<file path="src/rtl/servo_pwm_decoder.sv">
// servo_pwm_decoder: measures the high time of a servo PWM pulse and turns it
// back into an integer angle: w = MIN_CYCLES + CYCLES_PER_DEG*N decodes to N.
// Also flags rejected pulses (too short, too long, overrun) and loss of signal.
//
// Build option: define SERVO_DEC_GLITCH_FILTER_EN to insert a FILTER_LEN-sample
// glitch filter after the input synchronizer. Without it the raw synchronizer
// output is used and every glitch counts as an edge.
module servo_pwm_decoder #(
  parameter int unsigned MIN_CYCLES     = 25000,
  parameter int unsigned CYCLES_PER_DEG = 138,
  parameter int unsigned MAX_ANGLE      = 180,
  parameter int unsigned TIMEOUT_CYCLES = 2000000,
  parameter int unsigned FILTER_LEN     = 4
) (
  input  logic        clock,
  input  logic        reset,
  input  logic        pwm_in,
  output logic [31:0] angle,
  output logic        angle_valid,
  output logic [31:0] width,
  output logic        pulse_err,
  output logic        signal_lost
);

  localparam logic [31:0] MIN_C = 32'(MIN_CYCLES);
  localparam logic [31:0] CPD   = 32'(CYCLES_PER_DEG);
  localparam logic [31:0] MAX_C = 32'(MIN_CYCLES + MAX_ANGLE * CYCLES_PER_DEG);
  localparam logic [31:0] TMO   = 32'(TIMEOUT_CYCLES);

  // Degenerate configurations would divide by zero or never let s move.
  if (CYCLES_PER_DEG == 0 || FILTER_LEN == 0 || TIMEOUT_CYCLES == 0) begin : g_bad_cfg
    $error("servo_pwm_decoder: CYCLES_PER_DEG, FILTER_LEN and TIMEOUT_CYCLES must be nonzero");
  end

  typedef enum logic [1:0] {
    ST_IDLE,
    ST_HIGH,
    ST_TOOLONG,
    ST_DIVIDE
  } state_t;

  // ---------------------------------------------------------------------------
  // Input conditioning
  // ---------------------------------------------------------------------------
  logic sync_q1, sync_q2;
  logic s, s_d;
  logic rise;

  // Two-flop synchronizer for the asynchronous pin.
  always_ff @(posedge clock or negedge reset) begin
    if (!reset) begin
      sync_q1 <= 1'b0;
      sync_q2 <= 1'b0;
    end else begin
      sync_q1 <= pwm_in;
      sync_q2 <= sync_q1;
    end
  end

`ifdef SERVO_DEC_GLITCH_FILTER_EN
  localparam int FW = (FILTER_LEN > 1) ? $clog2(FILTER_LEN) : 1;
  logic [FW-1:0] flt_cnt;

  // s follows the synchronizer only after FILTER_LEN consecutive samples at the
  // new level; both edges slip by the same amount so the high time is preserved.
  always_ff @(posedge clock or negedge reset) begin
    if (!reset) begin
      flt_cnt <= '0;
      s       <= 1'b0;
    end else if (sync_q2 != s) begin
      if (flt_cnt == FW'(FILTER_LEN - 1)) begin
        s       <= sync_q2;
        flt_cnt <= '0;
      end else begin
        flt_cnt <= flt_cnt + 1'b1;
      end
    end else begin
      flt_cnt <= '0;
    end
  end
`else
  assign s = sync_q2;
`endif

  // One-cycle delayed copy of s for edge detection.
  always_ff @(posedge clock or negedge reset) begin
    if (!reset) s_d <= 1'b0;
    else        s_d <= s;
  end

  assign rise = s & ~s_d;

  // ---------------------------------------------------------------------------
  // Measurement / division FSM
  // ---------------------------------------------------------------------------
  state_t      state, state_n;
  logic [31:0] cnt, cnt_n;
  logic [31:0] rem, rem_n;
  logic [31:0] q, q_n;
  logic [31:0] shadow, shadow_n;
  logic [31:0] angle_n, width_n;
  logic        valid_n, err_n;

  // State and datapath registers; strobes are registered so they last one cycle.
  always_ff @(posedge clock or negedge reset) begin
    if (!reset) begin
      state       <= ST_IDLE;
      cnt         <= '0;
      rem         <= '0;
      q           <= '0;
      shadow      <= '0;
      angle       <= '0;
      width       <= '0;
      angle_valid <= 1'b0;
      pulse_err   <= 1'b0;
    end else begin
      state       <= state_n;
      cnt         <= cnt_n;
      rem         <= rem_n;
      q           <= q_n;
      shadow      <= shadow_n;
      angle       <= angle_n;
      width       <= width_n;
      angle_valid <= valid_n;
      pulse_err   <= err_n;
    end
  end

  // Next-state: count high cycles, range check, then restoring division.
  always_comb begin
    state_n  = state;
    cnt_n    = cnt;
    rem_n    = rem;
    q_n      = q;
    shadow_n = shadow;
    angle_n  = angle;
    width_n  = width;
    valid_n  = 1'b0;
    err_n    = 1'b0;
    case (state)
      ST_IDLE: begin
        if (rise) begin
          cnt_n   = 32'd1;
          state_n = ST_HIGH;
        end
      end
      ST_HIGH: begin
        if (s) begin
          // One more high cycle would push past MAX_CYCLES.
          if (cnt >= MAX_C) state_n = ST_TOOLONG;
          else              cnt_n   = cnt + 32'd1;
        end else if (cnt < MIN_C) begin
          err_n   = 1'b1;
          state_n = ST_IDLE;
        end else begin
          rem_n    = cnt - MIN_C;
          q_n      = '0;
          shadow_n = cnt;
          state_n  = ST_DIVIDE;
        end
      end
      ST_TOOLONG: begin
        if (!s) begin
          err_n   = 1'b1;
          state_n = ST_IDLE;
        end
      end
      ST_DIVIDE: begin
        // A new pulse arriving mid-division is dropped; the division finishes.
        if (rise) err_n = 1'b1;
        if (rem >= CPD) begin
          rem_n = rem - CPD;
          q_n   = q + 32'd1;
        end else begin
          angle_n = q;
          width_n = shadow;
          valid_n = 1'b1;
          state_n = ST_IDLE;
        end
      end
      default: state_n = ST_IDLE;
    endcase
  end

  // ---------------------------------------------------------------------------
  // Loss-of-signal watchdog
  // ---------------------------------------------------------------------------
  logic [31:0] tcnt;

  // Counter starts saturated so the block reports loss until the first pulse
  // decodes; a good decode clears the flag, reaching the limit sets it.
  always_ff @(posedge clock or negedge reset) begin
    if (!reset) begin
      tcnt        <= TMO;
      signal_lost <= 1'b1;
    end else begin
      if (rise)            tcnt <= '0;
      else if (tcnt < TMO) tcnt <= tcnt + 32'd1;

      if (valid_n)                              signal_lost <= 1'b0;
      else if (!rise && tcnt == TMO - 32'd1)    signal_lost <= 1'b1;
    end
  end

endmodule

</file>
<file path="config.mk">
export PLATFORM = sky130hd
export DESIGN_NAME = servo_pwm_decoder
export DESIGN_NICKNAME = d
export VERILOG_FILES = /design/src/rtl/servo_pwm_decoder.sv
export SDC_FILE = /design/constraint.sdc
export NUM_CORES = 1
export LEC_CHECK = 0
export BUFFER_PORTS_ARGS = -buffer_cell sky130_fd_sc_hd__buf_2
export CAP_MARGIN = 30
export CORE_MARGIN = 2
export CORE_UTILIZATION = 50
export DETAILED_ROUTE_END_ITERATION = 6
export GPL_TIMING_DRIVEN = 1
export PLACE_DENSITY = 0.68
export SETUP_SLACK_MARGIN = 0.3
export SLEW_MARGIN = 20
export SYNTH_ARGS = -nofsm -noshare
export SYNTH_HDL_FRONTEND = slang
export SYNTH_SLANG_ARGS = --single-unit
</file>
<file path="constraint.sdc">
create_clock -name clock -period 4 [get_ports clock]
set_input_delay 0.2 -clock clock [delete_from_list [all_inputs] [get_ports clock]]
set_output_delay 0.2 -clock clock [all_outputs]
set_load 0.01 [all_outputs]
</file>
==> flow_metrics.env <==
export IMPL_status="complete, no violations"
export IMPL_leakagePower_nw=6.190
export IMPL_ant_nets=0
export IMPL_cts_tree="yes"
export IMPL_avgSynthCellArea_um2=10.12
export IMPL_io_pins=70
export IMPL_firstDrtPassIters=5
export IMPL_grt_first_pass_wirelength_um=38780
export IMPL_fin_worst_skew_ns=0.01776
export IMPL_worstSkewPairLatency_ns=0.52
export IMPL_antennaDiodeCount=0
export IMPL_synth_top_area_share_pct=51.36
export IMPL_fin_nets=1148
export IMPL_coreArea_mm2=0.02162
export IMPL_clk_pin_slew_worst_paths_ns=0.06
export IMPL_required_ns=4.42
export IMPL_end_kind="register"
export IMPL_finalNonFillerCells=1436
export IMPL_synth_edf_count=0
export IMPL_fin_crit_ns=3.129
export IMPL_track_usage_pct=20.61
export IMPL_drive_gt1_share_pct=18.69
export IMPL_drc=0
export IMPL_rsz0062_at_grt="false"
export IMPL_postCtsHoldBufs=2
export IMPL_num_rows=54
export IMPL_worstSetupPathType="register to register"
export IMPL_arrival_ns=3.55
export IMPL_yosys_top_cells_area="dfrtp_1 51%, mux2_2 6.3%, nand2_1 5.5%, xor2_1 3.9%, nor2_1 3.4%"
export IMPL_hold_viol_final=0
export IMPL_final_setup_tns_ns=0
export IMPL_syn_inst=1079
export IMPL_syn_to_final_growth_pct=13.31
export IMPL_chipWidth_um=151.7
export IMPL_cts_buffers=25
export IMPL_dieArea_mm2=0.02303
export IMPL_maxSlewHeadroom_pct=31.52
export IMPL_ctsResizeCount=0
export IMPL_vias=8059
export IMPL_clk_path_buf_depth=3
export IMPL_dpl_cell_count=1387
export IMPL_cts_sinks=232
export IMPL_hold_class="input pin to register"
export IMPL_wl_um=23410
export IMPL_period_share_pct=78.24
export IMPL_start_util_pct=50.48
export IMPL_via_per_inst=5.612
export IMPL_dp_hpwl_um=15300
export IMPL_gp_congestion=0.8864
export IMPL_postSynth_asyncResetShare_pct=100.0
export IMPL_first_iter_violations=555
export IMPL_h_tree_depth=1
export IMPL_root_buffer="clkbuf_16"
export IMPL_fmax_ghz=0.3195
export IMPL_p_per_area_mw_per_mm2=398.5
export IMPL_path_max_fanout=28
export IMPL_post_cts_buffers=0
export IMPL_grt_max_degree=129
export IMPL_synth_fp_nets=1089
export IMPL_slew_viol_final=0
export IMPL_yosysSeqAreaShare_pct=53.28
export IMPL_startpoint_type="register"
export IMPL_hold_slack_ns=0.3348
export IMPL_ys_types=75
export IMPL_worstMarginPinSlew_ns=1.027
export IMPL_ys_warn_count=0
export IMPL_die_h_um=151.7
export IMPL_routedWlPerCell_um=16.30
export IMPL_grt_overflow_total=0
export IMPL_maxCapViolations=0
export IMPL_irDropWorstVdd_mv=0.2701
export IMPL_setup_viol=0
export IMPL_antenna_found_initial=0
export IMPL_io_buffers=69
export IMPL_netlist_area_mm2=0.01091
export IMPL_grt_pass1_vias=7632
export IMPL_ys_seq_elements=232
export IMPL_synth_ff_type="dfrtp_1"
export IMPL_synth_top_area_cell="dfrtp_1"
==> registers in the layout, summed over array words and instances (netlist names) <==
signal,flops
angle,32
angle_valid,1
cnt,32
pulse_err,1
q,32
rem,32
s,1
s_d,1
shadow,32
signal_lost,1
state,2
sync_q1,1
tcnt,32
width,32
==> placed cells by master, fill, tap and decap left out, types with 19 or more instances in the layout <==
cell,netlist,layout
xnor2_1,29,29
dfrtp_1,224,224
mux2_2,61,61
a21oi_1,43,43
nand3_1,41,41
o21ai_0,57,57
nor2b_1,20,19
nand2_1,161,161
or3_1,19,19
nor3_1,26,25
buf_2,13,68
clkbuf_16,0,25
nor2_1,98,98
xor2_1,48,48
==> routing by layer <==
metal  share of wire [%]  vias to the layer above  wire length [µm]  GRT usage, %
met5                   0                        -                 0             0
met4                 1.1                        0               248         4.213
li1                    -                     3874                 -             -
met2                  46                      187             10800         32.14
met3                 5.5                       20              1290         3.054
met1                  47                     3978             11060         30.84
==> where the power goes <==
group	switching [mW]	leakage [nW]	internal (mW)
Clock	0.931	0.412	1.44
Combinational	0.111	2.58	0.0478
Sequential	0.0306	3.20	2.37
Total	1.07	6.19	3.86
==> cell usage after synthesis (all sizes together), types with 19 or more instances <==
| cell | number |
|---|---|
| o21ai | 59 |
| xnor2 | 29 |
| mux2 | 64 |
| or3 | 19 |
| nor3 | 28 |
| nor2 | 101 |
| nand2 | 163 |
| dfrtp | 224 |
| nand3 | 41 |
| nor2b | 20 |
| clkbuf | 32 |
| buf | 23 |
| xor2 | 48 |
| a21oi | 45 |
==> worst paths after layout <==
path | startpoint | end | slack (ns) | cells after the start
setup reg to reg | cnt[28] | rem[22] | 0.87 | 7
setup / recovery | cnt[28] | rem[22] | 0.87 | 7
hold reg to reg | sync_q1 | s | 0.35 | 0
min in group asynchronous | reset | s | 0.34 | 2
hold / removal | pwm_in | sync_q1 | 0.33 | 2
max in group asynchronous | reset | q[11] | 2.58 | 3
==> cell type report <==
type	count	area (µm²)
sequential	232	5816
timing repair buffer	87	515.5
clock buffer	35	713.2
tap	280	350.3
fill	1929	9254
clock inverter	10	133.9
inverter	11	41.29
multi-input combinational	781	4797
==> worst max-delay path, cell delays in order, from the launching register on <==
cell and delay [ns]:
dfrtp_1 0.44, or4_1 0.56, or4_4 0.45, or2_4 0.27, o31a_2 0.54, nor2_4 0.51, o21ai_0 0.18, o21ai_0 0.09
==> logic make-up after synthesis <==
kind of cell	count (synthesis)	synth area share [%]
flip-flops	232	53.28
AO/OA/AOI/OAI	162	9.125
XOR/XNOR	77	6.179
adder cells (fa/ha/maj)	7	0.8024
multiplexers	67	6.878
buffers and inverters	66	2.969
AND/OR/NAND/NOR	468	20.76
==> stage by stage <==
step | util (%) | setup WS, ns | area (µm²) | total power, mW
after floorplan | - | 1.419 | 10910 | 2.521
after global placement | 53.08 | 0.9234 | 11480 | 2.599
after detailed placement | 53.08 | 0.8689 | 11480 | 2.603
after CTS | 57.09 | 0.8514 | 12340 | 4.980
after global routing | 57.20 | 0.6763 | 12370 | 5.103
final | 57.20 | 0.8705 | 12370 | 4.928
Power figures use the tool's default switching activity.
